==> config.mk <==
export PLATFORM = sky130hd
export DESIGN_NAME = fetch_unit
export DESIGN_NICKNAME = d
export VERILOG_FILES = /design/src/rtl/fetch_unit.sv
export SDC_FILE = /design/constraint.sdc
export NUM_CORES = 1
export LEC_CHECK = 0
export CAP_MARGIN = 15
export CORE_MARGIN = 2
export CORE_UTILIZATION = 50
export DETAILED_ROUTE_END_ITERATION = 10
export HOLD_SLACK_MARGIN = 0.15
export PLACE_DENSITY = 0.7
export SLEW_MARGIN = 0
export SYNTH_ARGS = -nofsm -noshare
export SYNTH_HDL_FRONTEND = slang
export SYNTH_SLANG_ARGS = --single-unit
export TNS_END_PERCENT = 10
==> constraint.sdc <==
create_clock -name clk -period 7.75 [get_ports clk]
set_input_delay 0.775 -clock clk [delete_from_list [all_inputs] [get_ports clk]]
set_output_delay 0.775 -clock clk [all_outputs]
set_load 0.1 [all_outputs]
==> src/rtl/fetch_unit.sv <==
// Instruction-fetch stage: pipelined requests to a variable-latency instruction memory,
// in-order response buffer to decode, and branch/jump redirect with in-flight discard.
module fetch_unit #(
  parameter int unsigned     XLEN         = 32,
  parameter logic [XLEN-1:0] RESET_VECTOR = '0,
  parameter int unsigned     FIFO_DEPTH   = 4
) (
  input  logic            clk,
  input  logic            rst,
  input  logic            redirect_valid,
  input  logic [XLEN-1:0] redirect_pc,
  output logic            imem_req,
  output logic [XLEN-1:0] imem_addr,
  input  logic            imem_gnt,
  input  logic            imem_rvalid,
  input  logic [XLEN-1:0] imem_rdata,
  output logic            instr_valid,
  input  logic            instr_ready,
  output logic [XLEN-1:0] instr,
  output logic [XLEN-1:0] instr_pc,
  output logic [XLEN-1:0] instr_pc_plus4
);

  localparam int unsigned PtrW = (FIFO_DEPTH > 1) ? $clog2(FIFO_DEPTH) : 1;
  localparam int unsigned CntW = $clog2(FIFO_DEPTH + 1);

  logic [XLEN-1:0] fetch_pc_q, fetch_pc_d;
  logic            req_en_q;
  logic [PtrW-1:0] wr_ptr_q, wr_ptr_d, rd_ptr_q, rd_ptr_d;
  logic [PtrW-1:0] pcq_wr_q, pcq_wr_d, pcq_rd_q, pcq_rd_d;
  logic [CntW-1:0] count_q, count_d;
  logic [CntW-1:0] outstanding_q, outstanding_d;
  logic [CntW-1:0] discard_q, discard_d;

  logic [XLEN-1:0] buf_instr_q [FIFO_DEPTH];
  logic [XLEN-1:0] buf_pc_q    [FIFO_DEPTH];
  logic [XLEN-1:0] pcq_q       [FIFO_DEPTH];

  logic            issue, push, pop, head_vld, has_credit;
  logic [CntW:0]   inflight;
  logic            unused_redirect_lsb;

  assign unused_redirect_lsb = ^redirect_pc[1:0];

  // Buffered words and words still in flight share one credit pool so a push never overflows.
  assign inflight   = {1'b0, count_q} + {1'b0, outstanding_q};
  assign has_credit = inflight < (CntW + 1)'(FIFO_DEPTH);

  assign head_vld       = count_q != '0;
  assign imem_req       = req_en_q & ~redirect_valid & has_credit;
  assign imem_addr      = fetch_pc_q;
  assign instr_valid    = head_vld & ~redirect_valid;
  assign instr          = head_vld ? buf_instr_q[rd_ptr_q] : '0;
  assign instr_pc       = head_vld ? buf_pc_q[rd_ptr_q] : '0;
  assign instr_pc_plus4 = head_vld ? buf_pc_q[rd_ptr_q] + XLEN'(4) : '0;

  assign issue = imem_req & imem_gnt;
  assign push  = imem_rvalid & (discard_q == '0) & ~redirect_valid;
  assign pop   = instr_valid & instr_ready;

  always_comb begin
    fetch_pc_d    = fetch_pc_q;
    wr_ptr_d      = wr_ptr_q;
    rd_ptr_d      = rd_ptr_q;
    count_d       = count_q;
    discard_d     = discard_q;
    outstanding_d = outstanding_q + CntW'(issue) - CntW'(imem_rvalid);
    pcq_wr_d      = issue ? pcq_wr_q + PtrW'(1) : pcq_wr_q;
    pcq_rd_d      = imem_rvalid ? pcq_rd_q + PtrW'(1) : pcq_rd_q;

    if (redirect_valid) begin
      // Every request still in flight after this cycle's response belongs to the old path.
      fetch_pc_d = {redirect_pc[XLEN-1:2], 2'b00};
      rd_ptr_d   = wr_ptr_q;
      count_d    = '0;
      discard_d  = outstanding_q - CntW'(imem_rvalid);
    end else begin
      if (issue) fetch_pc_d = fetch_pc_q + XLEN'(4);
      if (push) wr_ptr_d = wr_ptr_q + PtrW'(1);
      if (pop) rd_ptr_d = rd_ptr_q + PtrW'(1);
      count_d = count_q + CntW'(push) - CntW'(pop);
      if (imem_rvalid && discard_q != '0) discard_d = discard_q - CntW'(1);
    end
  end

  always_ff @(posedge clk or negedge rst) begin
    if (!rst) begin
      fetch_pc_q    <= RESET_VECTOR;
      req_en_q      <= 1'b0;
      wr_ptr_q      <= '0;
      rd_ptr_q      <= '0;
      pcq_wr_q      <= '0;
      pcq_rd_q      <= '0;
      count_q       <= '0;
      outstanding_q <= '0;
      discard_q     <= '0;
    end else begin
      fetch_pc_q    <= fetch_pc_d;
      req_en_q      <= 1'b1;
      wr_ptr_q      <= wr_ptr_d;
      rd_ptr_q      <= rd_ptr_d;
      pcq_wr_q      <= pcq_wr_d;
      pcq_rd_q      <= pcq_rd_d;
      count_q       <= count_d;
      outstanding_q <= outstanding_d;
      discard_q     <= discard_d;
    end
  end

  // Payload storage needs no reset: count/pointers qualify every read.
  always_ff @(posedge clk) begin
    if (issue) pcq_q[pcq_wr_q] <= fetch_pc_q;
    if (push) begin
      buf_instr_q[wr_ptr_q] <= imem_rdata;
      buf_pc_q[wr_ptr_q]    <= pcq_q[pcq_rd_q];
    end
  end

  a_no_overflow: assert property (@(posedge clk) disable iff (!rst)
    (push && !pop) |-> (count_q != CntW'(FIFO_DEPTH)));

  a_no_spurious_rvalid: assert property (@(posedge clk) disable iff (!rst)
    imem_rvalid |-> (outstanding_q != '0));

endmodule

# Word-level counts from Yosys, hierarchy flattened
# Memory sizes are Yosys's and may differ from the RTL's.
# Index checks and enable logic that the tools add are counted.
[word_totals] regBits=50 latch_bits=0 ram_bits=384 romBits=0 inputBits=70 out_inout_bits=130 elab_cells=56 mem_count=3
[op_classes] addsub=13 n_mul=0 div_mod_pow=0 n_lt_le_gt_ge=1 n_eq_ne=0 n_shift=0 mux=14 bitwise_logic=8 reduce_logical=8
[mem_list] memory="buf_instr_q" words=4 width=32 rd=1 rd_clocked_by_memory_dff=0 wr=1 line_no="35" source="logic [XLEN-1:0] buf_instr_q [FIFO_DEPTH];"
[mem_list] memory="buf_pc_q" words=4 width=32 rd=1 rd_clocked_by_memory_dff=0 wr=1 line_no="36" source="logic [XLEN-1:0] buf_pc_q [FIFO_DEPTH];"
[mem_list] memory="pcq_q" words=4 width=32 rd=1 rd_clocked_by_memory_dff=0 wr=1 line_no="37" source="logic [XLEN-1:0] pcq_q [FIFO_DEPTH];"
[op_table] cell="32-bit two-way mux" n=5
[op_table] cell="32-bit by 3-bit adder with 32-bit output, second input constant" n=2
[op_table] cell="3-bit two-way mux" n=3
[op_table] cell="3-bit by 1-bit subtractor with 3-bit output" n=3
[op_table] cell="2-bit by 1-bit adder with 2-bit output, second input constant" n=4
[op_table] cell="1-bit AND" n=7
[op_table] cell="3-bit by 1-bit adder with 3-bit output" n=2
[op_table] cell="2-bit nonzero test" n=3
[op_table] cell="3-bit nonzero test" n=2
[op_table] cell="3-bit by 3-bit adder with 4-bit output" n=1
[op_table] cell="4-bit by 3-bit less-than comparator with 1-bit output, second input constant" n=1
[op_table] cell="1-bit two-way mux" n=4
[op_table] cell="2-bit two-way mux" n=2
[op_table] cell="3-bit logical NOT" n=1
[op_table] cell="3-bit by 1-bit subtractor with 3-bit output, second input constant" n=1
[op_table] cell="2-bit AND reduction" n=1
[op_table] cell="1-bit logical AND" n=1
[op_table] cell="1-bit NOT" n=1

# Longest topological paths before layout
[logic_depth] word_depth=6 depth_mapped=13 ltp_nobuf=12

# Least setup slack after synthesis
# Ideal clock, no wire load.
[synth_timing] kind="reg2out" from="register rd_ptr_q[0]" to="output instr_pc_plus4[25]" arrival_time_ns=3.774 t_required_ns=6.975 setup_slack_ns=3.201 stages_incl_launch_ff=9 n_path_buf=5 cell_sequence="dfrtp_1 -> buf_6 -> buf_12 -> buf_6 -> buf_2 -> buf_1 -> o21ai_0 -> nor2_1 -> mux2_1"
[synth_between] elab_chain_len=3
[synth_rtl] item="from (decl)" line_no="29" source="logic [PtrW-1:0] wr_ptr_q, wr_ptr_d, rd_ptr_q, rd_ptr_d;"
[synth_rtl] item="from (signal assigned)" line_no="101" source="rd_ptr_q <= rd_ptr_d;"
[synth_rtl] item="memory read 4 x 32 bit"
[synth_rtl] item="32-bit by 3-bit adder with 32-bit output" line_no="55" source="assign instr_pc_plus4 = head_vld ? buf_pc_q[rd_ptr_q] + XLEN'(4) : '0;"
[synth_rtl] item="32-bit two-way mux" line_no="55"
[synth_rtl] item="to (decl)" line_no="21" source="output logic [XLEN-1:0] instr_pc_plus4"
# No other way between the ends.

# Final worst setup path
[layout_timing] from="register rd_ptr_q[1]" to="output instr_pc_plus4[31]"
# Same word-level chain as after synthesis.

==> qor.yml <==
final_cell_mix: "368 x edfxtp_1, 189 x clkdlybuf4s50_1, 91 x mux4_2"
crit_path_max_fanout: 37
diodes: 0
fin_cells: 1698
rr_startpoint: "count_q[1]$_DFF_PN0_"
clockRootBuffer: "clkbuf_16"
grt_pass1_vias: 9807
synth_top_area_share_pct: 63.3
clock_sinks: 416
end_kind: "output port"
fin_nets: 1305
ys_seq_area_share_pct: 70.1
whs_ns: 0.353
fill_cells: 2533
routed_via_density: 5.69
place_inst: 1621
cp.required_ns: 6.97
r2r_end: "outstanding_q[2]$_DFF_PN0_"
clock_skew_ns: 0.0109
die_area_um2: 36400
status: "completed"
clock_latency_ns: 0.53
synth_edf_count: 368
avgRoutedWirePerCell_um: 20.9
synth.cell_area_um2: 17500
vias: 9666
setup_ws_ns: 2.03
grt_pass1_wl_um: 55600
synth-seq-cells: 416
pin_count: 200
htreeDepth: 2
crit_type: "flop to output port"
hold_class: "primary input to async pin"
cts_buffers: 42
area_delta_synth_final_pct: 20.9
antenna_found_initial: 2
period_minus_slack_ns: 5.72
synth_ff_type: "edfxtp_1"
syn_area_per_cell_um2: 17.2
overflow: 0
die_h_um: 191
preCtsSetupSlack_ns: 2.52
cts_resized: 0
fmax_mhz: 175
syn_inst: 1017
rows: 68
ys_types: 55
cp-start-kind: "flop"
grt_usage_pct: 19.8
die_w_um: 191
cp_data_arrival_time_ns: 4.95
coreArea_um2: 34500
crit_start: "rd_ptr_q[1]$_DFFE_PN0P_"
synth.top_cells.by_area: "edfxtp_1 63%, mux4_2 12%, dfrtp_1 6.9%"
post_cts_buffers: 0
drtIter0Drc: 813
reg2regPathDepth: 11
cts-hold-fix-buffers: 0
hpwlAfterDp_um: 22500
clockBufferDepth: 3
synth_top_area_cell: "edfxtp_1"
final_common_cell: "edfxtp_1"
setup-violations-final: 0
initial_core_util_pct: 50.7
r2r_slack_ns: 4.04
rsz0062_at_grt: "no"
cts_tree: "yes"
drive_above_1_share_pct: 14.7
drc: 0
finalHoldViolCount: 0
path_clk_slew_ns: 0.06
tightestPinTransition_ns: 1.10
tns_ns: 0
port_buffers: 191
grt_start_max_net_pins: 63
slew_violations: 0
routed_wl_um: 35500
multi_input_area_um2: 4840
timing.max_cap.violations: 0
yosysWarnings: 0
ant_nets: 0
gp_congestion: 0.786
firstDrtPassIters: 5
async_flop_share_pct: 11.5
slew_headroom_pct: 26.4
post-route-period-util_pct: 73.8
register_area_um2: 12300
-- metal layers --
layer	global-route usage (%)	vias up	share of wire [%]
met5	0	-	0.034
met4	3.88	2	1.4
met3	3.80	41	7.9
met2	30.9	392	46
met1	29.4	4845	45
li1	-	4386	-
-- through the flow --
step	cell area [um2]	utilization [%]
floorplan	17500	-
global placement	19800	57.3
detailed placement	19800	57.3
CTS	21100	61.1
global route	21100	61.3
finish	21100	61.3
-- logic make-up after synthesis --
logic type                 count (synthesis)  share of synthesized area [%]
AOI/OAI and AO/OA                         91                           3.47
muxes                                    105                           12.7
DFF                                      416                           70.1
xor gates and xnor gates                  24                           1.20
adders and majority gates                 22                           1.66
and+or+nand+nor                          273                           8.45
other                                      2                         0.0430
buffers and inverters                     84                           2.34
-- worst max-delay path by stage --
stage	slack, ns	end	cells after the start
6_report	2.03	instr_pc_plus4[31]	7
5_1_grt	1.71	instr_pc_plus4[31]	7
4_1_cts	1.95	instr_pc_plus4[27]	7
3_5_place_dp	2.52	instr_pc_plus4[27]	7
3_3_place_gp	2.52	instr_pc_plus4[31]	7
2_1_floorplan	3.20	instr_pc_plus4[25]	8
-- Yosys cell counts (all sizes together), types with 13 or more instances --
master / count
a21oi: 13
and2: 70
buf: 30
clkbuf: 29
dfrtp: 48
edfxtp: 368
ha: 20
inv: 25
mux4: 92
nand2: 55
nand3: 30
nor2: 45
nor3: 13
o21ai: 30
o311ai: 14
xnor2: 15
-- cell type report --
class                      instances  area share [%]
clock buffer                      57            5.44
clock inverter                    17           0.758
inverter                          25           0.444
multi-input combinational        522            22.9
sequential                       416            58.0
tap                              455            2.70
timing repair buffer             206            9.73
-- worst max-delay path, cell delays in order (launching register included) --
cell,delay (ns)
dfrtp_2,0.96
buf_4,0.55
mux4_2,0.39
nand4_4,0.15
or3_1,0.48
or4_1,0.55
a21oi_1,0.16
clkdlybuf4s50_1,1.17
-- state kept, by name, summed over array words and instances, names as in the netlist --
| register | cells |
|---|---|
| discard_q | 3 |
| pcq_wr_q | 2 |
| rd_ptr_q | 2 |
| buf_pc_q | 120 |
| outstanding_q | 3 |
| buf_instr_q | 128 |
| pcq_rd_q | 2 |
| pcq_q | 120 |
| wr_ptr_q | 2 |
| count_q | 3 |
| req_en_q | 1 |
| imem_addr | 30 |
Power is not shown: default switching activity piles up to over one toggle a cycle in this logic, so the estimate is an artifact.
